`config.mk`:
```
export PLATFORM = sky130hd
export DESIGN_NAME = uart_rx
export DESIGN_NICKNAME = d
export VERILOG_FILES = /design/src/rtl/uart_pkg.sv /design/src/rtl/uart_sync.sv /design/src/rtl/uart_rx.sv
export SDC_FILE = /design/constraint.sdc
export NUM_CORES = 1
export LEC_CHECK = 0
export BUFFER_PORTS_ARGS = -buffer_cell sky130_fd_sc_hd__buf_2
export CAP_MARGIN = 30
export CORE_UTILIZATION = 62
export CTS_BUF_LIST = sky130_fd_sc_hd__clkbuf_4 sky130_fd_sc_hd__clkbuf_8
export CTS_CLUSTER_DIAMETER = 120
export DETAILED_ROUTE_END_ITERATION = 7
export PLACE_DENSITY = 0.85
export SETUP_SLACK_MARGIN = 0.05
export SLEW_MARGIN = 20
export SYNTH_ARGS = -nofsm -noshare
export SYNTH_HDL_FRONTEND = slang
export SYNTH_HIERARCHICAL = 1
export SYNTH_SLANG_ARGS = --single-unit
export TNS_END_PERCENT = 10
```
`constraint.sdc`:
```
create_clock -name clk_i -period 4.66 [get_ports clk_i]
set_clock_uncertainty 0.2 [all_clocks]
set_input_delay 0.699 -clock clk_i [delete_from_list [all_inputs] [get_ports clk_i]]
set_output_delay 0.699 -clock clk_i [all_outputs]
set_load 0.05 [all_outputs]
```
`src/rtl/uart_pkg.sv`:
```
// Shared UART types and constants.
//   rx_state_e     : receiver FSM state encoding
//   UART_DATA_BITS : data bits per frame
//   UART_MIN_CPB   : smallest usable clks_per_bit divisor
//   UART_CNT_W     : width of bit-timing counters and divisors
package uart_pkg;

  localparam int unsigned UART_DATA_BITS = 8;
  localparam int unsigned UART_MIN_CPB   = 2;
  localparam int unsigned UART_CNT_W     = 16;

  typedef enum logic [2:0] {
    IDLE      = 3'd0,
    START     = 3'd1,
    DATA      = 3'd2,
    PARITY    = 3'd3,
    STOP      = 3'd4,
    WAIT_IDLE = 3'd5
  } rx_state_e;

endpackage

```
`src/rtl/uart_sync.sv`:
```
// N-flop synchronizer for asynchronous pin inputs; flops reset to 1
// so an idle-high line does not produce a spurious low after reset.
//   clk_i  : system clock
//   rst_ni : asynchronous active-low reset
//   d_i    : asynchronous input
//   q_o    : synchronized output, STAGES cycles of latency
module uart_sync #(
  parameter int unsigned STAGES = 2
) (
  input  logic clk_i,
  input  logic rst_ni,
  input  logic d_i,
  output logic q_o
);

  logic [STAGES-1:0] sync_q;

  // Shift chain; d_i enters at bit 0, q_o taken from the last stage.
  always_ff @(posedge clk_i or negedge rst_ni) begin
    if (!rst_ni) sync_q <= '1;
    else         sync_q <= {sync_q[STAGES-2:0], d_i};
  end

  assign q_o = sync_q[STAGES-1];

endmodule

```
`src/rtl/uart_rx.sv`:
```
// UART receiver, 8N1, mid-bit sampling with a runtime divisor.
//   clk_i, rst_ni  : clock, asynchronous active-low reset
//   rx_en_i        : enable; low aborts any frame and disarms start detect
//   rx_i           : asynchronous serial line, idles high
//   clks_per_bit   : clk_i cycles per bit, latched at start detect (min 2)
//   rx_data_o      : last good byte
//   rx_done_o      : one-cycle pulse when rx_data_o is written
//   frame_err_o    : one-cycle pulse when the stop bit is sampled low
//   busy_o         : high whenever the FSM is outside IDLE
// Optional macro UART_RX_PARITY_EN adds a parity bit before the stop bit,
// input parity_odd_i (1 = odd) and pulse output parity_err_o.
module uart_rx
  import uart_pkg::*;
#(
  parameter int unsigned SYNC_STAGES = 2
) (
  input  logic        clk_i,
  input  logic        rst_ni,
  input  logic        rx_en_i,
  input  logic        rx_i,
  input  logic [15:0] clks_per_bit,
`ifdef UART_RX_PARITY_EN
  input  logic        parity_odd_i,
  output logic        parity_err_o,
`endif
  output logic [7:0]  rx_data_o,
  output logic        rx_done_o,
  output logic        frame_err_o,
  output logic        busy_o
);

  rx_state_e                  state_q, state_d;
  logic [UART_CNT_W-1:0]      cnt_q, cnt_d;
  logic [UART_CNT_W-1:0]      cpb_q, cpb_d;
  logic [2:0]                 idx_q, idx_d;
  logic [UART_DATA_BITS-1:0]  shift_q, shift_d;
  logic [UART_DATA_BITS-1:0]  data_d;
  logic                       done_d, ferr_d;
  logic                       rx_s;
  logic                       par_ok;
  logic [UART_CNT_W-1:0]      cpb_m1, half_m1, cpb_in;

  uart_sync #(.STAGES(SYNC_STAGES)) u_sync (
    .clk_i  (clk_i),
    .rst_ni (rst_ni),
    .d_i    (rx_i),
    .q_o    (rx_s)
  );

  // Compares against cpb-1 so the counter never needs to reach cpb.
  assign cpb_m1  = cpb_q - UART_CNT_W'(1);
  assign half_m1 = (cpb_q >> 1) - UART_CNT_W'(1);
  assign cpb_in  = (clks_per_bit < UART_CNT_W'(UART_MIN_CPB)) ?
                   UART_CNT_W'(UART_MIN_CPB) : clks_per_bit;

`ifdef UART_RX_PARITY_EN
  logic par_q, par_d, perr_d;
  // Data XOR parity bit must equal 1 for odd parity, 0 for even.
  assign par_ok = ((^shift_q) ^ par_q) == parity_odd_i;
`else
  assign par_ok = 1'b1;
`endif

  // State register and datapath registers.
  always_ff @(posedge clk_i or negedge rst_ni) begin
    if (!rst_ni) begin
      state_q     <= IDLE;
      cnt_q       <= '0;
      cpb_q       <= UART_CNT_W'(UART_MIN_CPB);
      idx_q       <= '0;
      shift_q     <= '0;
      rx_data_o   <= '0;
      rx_done_o   <= 1'b0;
      frame_err_o <= 1'b0;
      busy_o      <= 1'b0;
    end else begin
      state_q     <= state_d;
      cnt_q       <= cnt_d;
      cpb_q       <= cpb_d;
      idx_q       <= idx_d;
      shift_q     <= shift_d;
      rx_data_o   <= data_d;
      rx_done_o   <= done_d;
      frame_err_o <= ferr_d;
      busy_o      <= (state_d != IDLE);
    end
  end

`ifdef UART_RX_PARITY_EN
  always_ff @(posedge clk_i or negedge rst_ni) begin
    if (!rst_ni) begin
      par_q        <= 1'b0;
      parity_err_o <= 1'b0;
    end else begin
      par_q        <= par_d;
      parity_err_o <= perr_d;
    end
  end
`endif

  // Next-state and output logic.
  always_comb begin
    state_d = state_q;
    cnt_d   = cnt_q;
    cpb_d   = cpb_q;
    idx_d   = idx_q;
    shift_d = shift_q;
    data_d  = rx_data_o;
    done_d  = 1'b0;
    ferr_d  = 1'b0;
`ifdef UART_RX_PARITY_EN
    par_d   = par_q;
    perr_d  = 1'b0;
`endif
    if (!rx_en_i) begin
      state_d = IDLE;
      cnt_d   = '0;
      idx_d   = '0;
    end else begin
      case (state_q)
        IDLE: begin
          cnt_d = '0;
          idx_d = '0;
          if (!rx_s) begin
            cpb_d   = cpb_in;
            state_d = START;
          end
        end
        START: begin
          if (cnt_q == half_m1) begin
            cnt_d   = '0;
            // A start bit gone high by mid-bit is treated as a glitch.
            state_d = rx_s ? IDLE : DATA;
          end else begin
            cnt_d = cnt_q + UART_CNT_W'(1);
          end
        end
        DATA: begin
          if (cnt_q == cpb_m1) begin
            cnt_d          = '0;
            shift_d[idx_q] = rx_s;
            idx_d          = idx_q + 3'd1;
            if (idx_q == 3'd7) begin
`ifdef UART_RX_PARITY_EN
              state_d = PARITY;
`else
              state_d = STOP;
`endif
            end
          end else begin
            cnt_d = cnt_q + UART_CNT_W'(1);
          end
        end
`ifdef UART_RX_PARITY_EN
        PARITY: begin
          if (cnt_q == cpb_m1) begin
            cnt_d   = '0;
            par_d   = rx_s;
            state_d = STOP;
          end else begin
            cnt_d = cnt_q + UART_CNT_W'(1);
          end
        end
`endif
        STOP: begin
          if (cnt_q == cpb_m1) begin
            cnt_d   = '0;
            state_d = WAIT_IDLE;
`ifdef UART_RX_PARITY_EN
            perr_d  = !par_ok;
`endif
            if (!rx_s) begin
              ferr_d = 1'b1;
            end else if (par_ok) begin
              data_d = shift_q;
              done_d = 1'b1;
            end
          end else begin
            cnt_d = cnt_q + UART_CNT_W'(1);
          end
        end
        // Holding here keeps a break (line stuck low) from re-arming.
        WAIT_IDLE: begin
          cnt_d = '0;
          if (rx_s) state_d = IDLE;
        end
        default: begin
          state_d = IDLE;
          cnt_d   = '0;
          idx_d   = '0;
        end
      endcase
    end
  end

endmodule

```
==> results.txt <==
- At the end of the flow, the number of nets in the layout was 435.
* # port buffers: 30
- Final Util: 69.6%
* Lkg Pwr: 1.79 nW
- Crit Reg-Reg Startpoint: cpb_q[2]$_DFFE_PN0P_
- Endpoint of the lowest-slack register-to-register path: rx_data_o[7]$_DFFE_PN0P_
- The pre-antenna-repair detailed-routing pass consisted of 4 iterations.
* Die Outline Area: 6590 um^2
* Top-Level Pins: 31
- Clock Path Buffers: 2
* Average via count per standard cell: approximately 6.2
* Library cell with the largest summed area after synthesis: dfrtp_1
- For this run, the top clock speed supported by timing is 247 MHz.
- Worst R2R Path Depth: 9
- STA classifies the critical path endpoint as a flop.
- Dominant delay contributor by cell family on the critical path: simple AND/OR/NAND/NOR gates
- The first global-routing pass estimated 14.6 mm of wire.
- Worst hold slack: approximately 0.16 ns
- In this run the horizontal extent of the chip is 81.2 um.
- Count of synthesis-stage warnings from yosys: 6
- The synthesized design contains 0 enable-type register cells.
- Share of the cycle needed by the critical path after routing: between 80% and 90%
- Counting instances, the worst hold path has a depth of 0.
- Across the run, the number of max-cap violations was 0.
- At the pin with the least slew margin, the transition time is 0.822 ns.
- Counting distinct cell types in the post-synthesis netlist gives just over 70.
- STA puts the critical path data arrival time at between 4 and 5 ns.
- Fraction of final layout cells with drive strength greater than 1: 23.6%
- The average instance in the mapped netlist occupies slightly below 10 um^2.
- Once placement finished, the instance area stood at roughly 4000 um^2.
- Counting both buffers and inverters, the worst setup path holds a total of 1.
- Total GRT Usage: around 30%
- Synth cell count leaders: dfrtp_1, nor2_1, xnor2_1
* Worst Hold Launch: u_sync/sync_q[0]$_DFF_PN1_
- The largest individual stage delay along the critical path comes from the cell nor3b_1.
- Dividing total power by cell area gives a power density of around 340 nW/um^2.
* Core Area: 5990 um^2
- The worst pin sits at a relative slew slack of 44.7%.
- After detailed routing, the number of remaining DRC violations is 0.
- Clock-pin slew of the registers on the worst-case setup and hold paths: about 0.07 ns
- Time the final worst path needs with I/O delays and setup: 4.05 ns
- For this block, the routed nets add up to slightly below 9 mm of wire.
- Final weighted congestion in routability-driven placement: 0.895
* Clock Tree Root: clkbuf_8
- Power comes to 0.00140 W.
* Remaining antenna violation count after routing: 0
- The via count of the first global-routing pass is slightly above 3000.
- The number of antenna violations at the first check in global routing was 0.
* Maximum fanout along the worst path: 9
- Once the clock tree was built, the setup fixing pass inserted 0 buffers.
- Final setup vio count: 0
* Post-cts gate resize count: 0
* Crit path largest cell delay: roughly 0.7 ns
* Hold Path Sink: u_sync/sync_q[1]$_DFF_PN1_
- In the synthesized netlist, the number of instances is between 300 and 400.
* Number of synthesized register bits: 59
- # diodes: 0
- For the worst setup path, the data required time is 4.68 ns.
- With fillers left out, the area of the finished cells amounts to 4170 um^2.
* Most used DFF post-synth: dfrtp_1
* Clock tree from TritonCTS: yes
* Result of the run: complete, no violations
- Counting flops with an async set or reset pin after synthesis yields a share of 100%.
* Detailed router's first-iteration violation count: 219
* Largest net degree at the start of global routing: 60
- The number of nets handed over by synthesis was 420.
- STA classifies the critical path startpoint as a flop.
* Fill cell count: 435
- RSZ-0062 raised after global routing: no
- The final hold violation count came to 0.
* Max Transition Viols Final: 0
- Walking the worst path, the cells encountered are inv_1 > ha_1 > nor3b_1 > and4_1 > and3_2 > o2111ai_1 > a2111oi_4 > and4_1 > mux2_4.
- CTS built an H-tree with a depth of 3.
* Global route total overflow: 0
- The worst register-to-register path has a setup slack of about 0.61 ns.
* Register area share after synthesis: 38.1%
* # rows: 28
- Measured along the y axis, the die boundary spans slightly above 80 um.
* Layout overhead on the synthesized area: 7.18%
- Summing over every cut layer, the via total after detailed routing is 3050.
- Total CTS buffers: 9
* Setup TNS: 0 ns
* Post-DP HPWL: 6.54 mm
- For this design, the CTS-stage hold fixing added 0 buffers.
- Across the VDD grid, the largest voltage drop is 0.349 mV.
- The later pin in the worst-skew pair is clocked with a latency of 0.33 ns.
- Sorting the synthesized cells by area gives the leading types as dfrtp_1, mux2_2, xnor2_1.
- The min-delay analysis places its worst path in the category reg2reg.
* Top cell by count, worst path: and4_1
- For this configuration, the core starts out at a cell density of 64.9%.
* Most repeated cell in the gate-level netlist after synthesis: dfrtp_1
- Crit path kind: reg2reg
- Clock sink count: 59
- Synth top area share: 36.0%
- Dividing the detail-routed wire length by the instance count gives 18.1 um.
* Cell area after synthesis: 3890 um^2
## final cells by class
type	count	area, um^2	share of cell area [%]
multi-input cells	300	2200	52.9
repair buffers	31	158	3.78
clock buffers	11	145	3.48
inverters	9	33.8	0.811
clock inverters	5	52.6	1.26
flip-flops and latches	59	1480	35.5
well taps	75	93.8	2.25
## flip-flops by register name, summed over array words and instances (netlist names)
name           count
busy_o             1
rx_done_o          1
frame_err_o        1
cpb_q             16
u_sync/sync_q      2
state_q            3
cnt_q             16
rx_data_o          8
shift_q            8
idx_q              3
## how the worst max path moves through the flow
stage                    startpoint                  endpoint  slack (ns)  cells past startpoint
4_1_cts        cpb_q[2]$_DFFE_PN0P_  rx_data_o[7]$_DFFE_PN0P_        0.68                      9
3_3_place_gp   cpb_q[2]$_DFFE_PN0P_  rx_data_o[1]$_DFFE_PN0P_        0.83                      9
5_1_grt        cpb_q[2]$_DFFE_PN0P_  rx_data_o[7]$_DFFE_PN0P_        0.33                      9
3_5_place_dp   cpb_q[2]$_DFFE_PN0P_  rx_data_o[7]$_DFFE_PN0P_        0.70                      9
6_report       cpb_q[2]$_DFFE_PN0P_  rx_data_o[7]$_DFFE_PN0P_        0.61                      9
2_1_floorplan  cpb_q[2]$_DFFE_PN0P_  rx_data_o[0]$_DFFE_PN0P_        1.16                     11
## kinds of logic after synthesis
kind of cell             Yosys count  synth area share, %
AND/OR/NAND/NOR                  151                 22.1
flip-flops                        59                 38.1
adder cells (fa/ha/maj)            5                 1.61
buffers and inverters             36                 5.24
XOR/XNOR                          50                 11.3
multiplexers                      31                 9.72
AO/OA/AOI/OAI                     63                 12.0
## layout by cell type (no fill, tap or decap), types with 3 or more instances in the layout
cell,synthesis,routed
nor2_1,38,38
a21o_1,5,5
o2111ai_1,4,4
mux2_2,22,22
nor4_1,7,7
nor3b_1,5,5
nor3_1,5,5
and4_1,3,3
dfstp_2,3,3
xnor2_1,27,27
xor2_1,23,23
inv_1,9,9
buf_2,3,30
a21oi_1,11,11
clkbuf_8,1,10
dfrtp_1,56,56
a31oi_1,3,3
nand3_1,24,24
clkinv_2,0,3
and3_1,6,6
o21ai_0,13,13
nand3b_1,4,4
nor2b_1,5,5
mux2_4,8,8
ha_1,5,5
nand2b_1,4,4
nand2_1,24,24
nand4_1,3,3
## per-stage QoR
stage / setup slack, ns / std cells
finish: 0.607 / 490
global route: 0.334 / 490
CTS: 0.681 / 490
detailed placement: 0.699 / 474
global placement: 0.828 / 474
floorplan: 1.16 / 395
## power breakdown
group          switching, W  internal [W]
logic              0.000158      0.000140
registers         0.0000963      0.000547
clock network      0.000196      0.000264
total              0.000450      0.000951
## per-layer routing
metal / up-vias / track usage, % / routed length [um]
li1: 1445 / - / -
met1: 1481 / 37.2 / 3800
met2: 96 / 48.2 / 4280
met3: 28 / 6.18 / 461
met4: 0 / 17.7 / 336
met5: - / 0 / 0
Note: power is estimated with default switching activity, not from simulation.
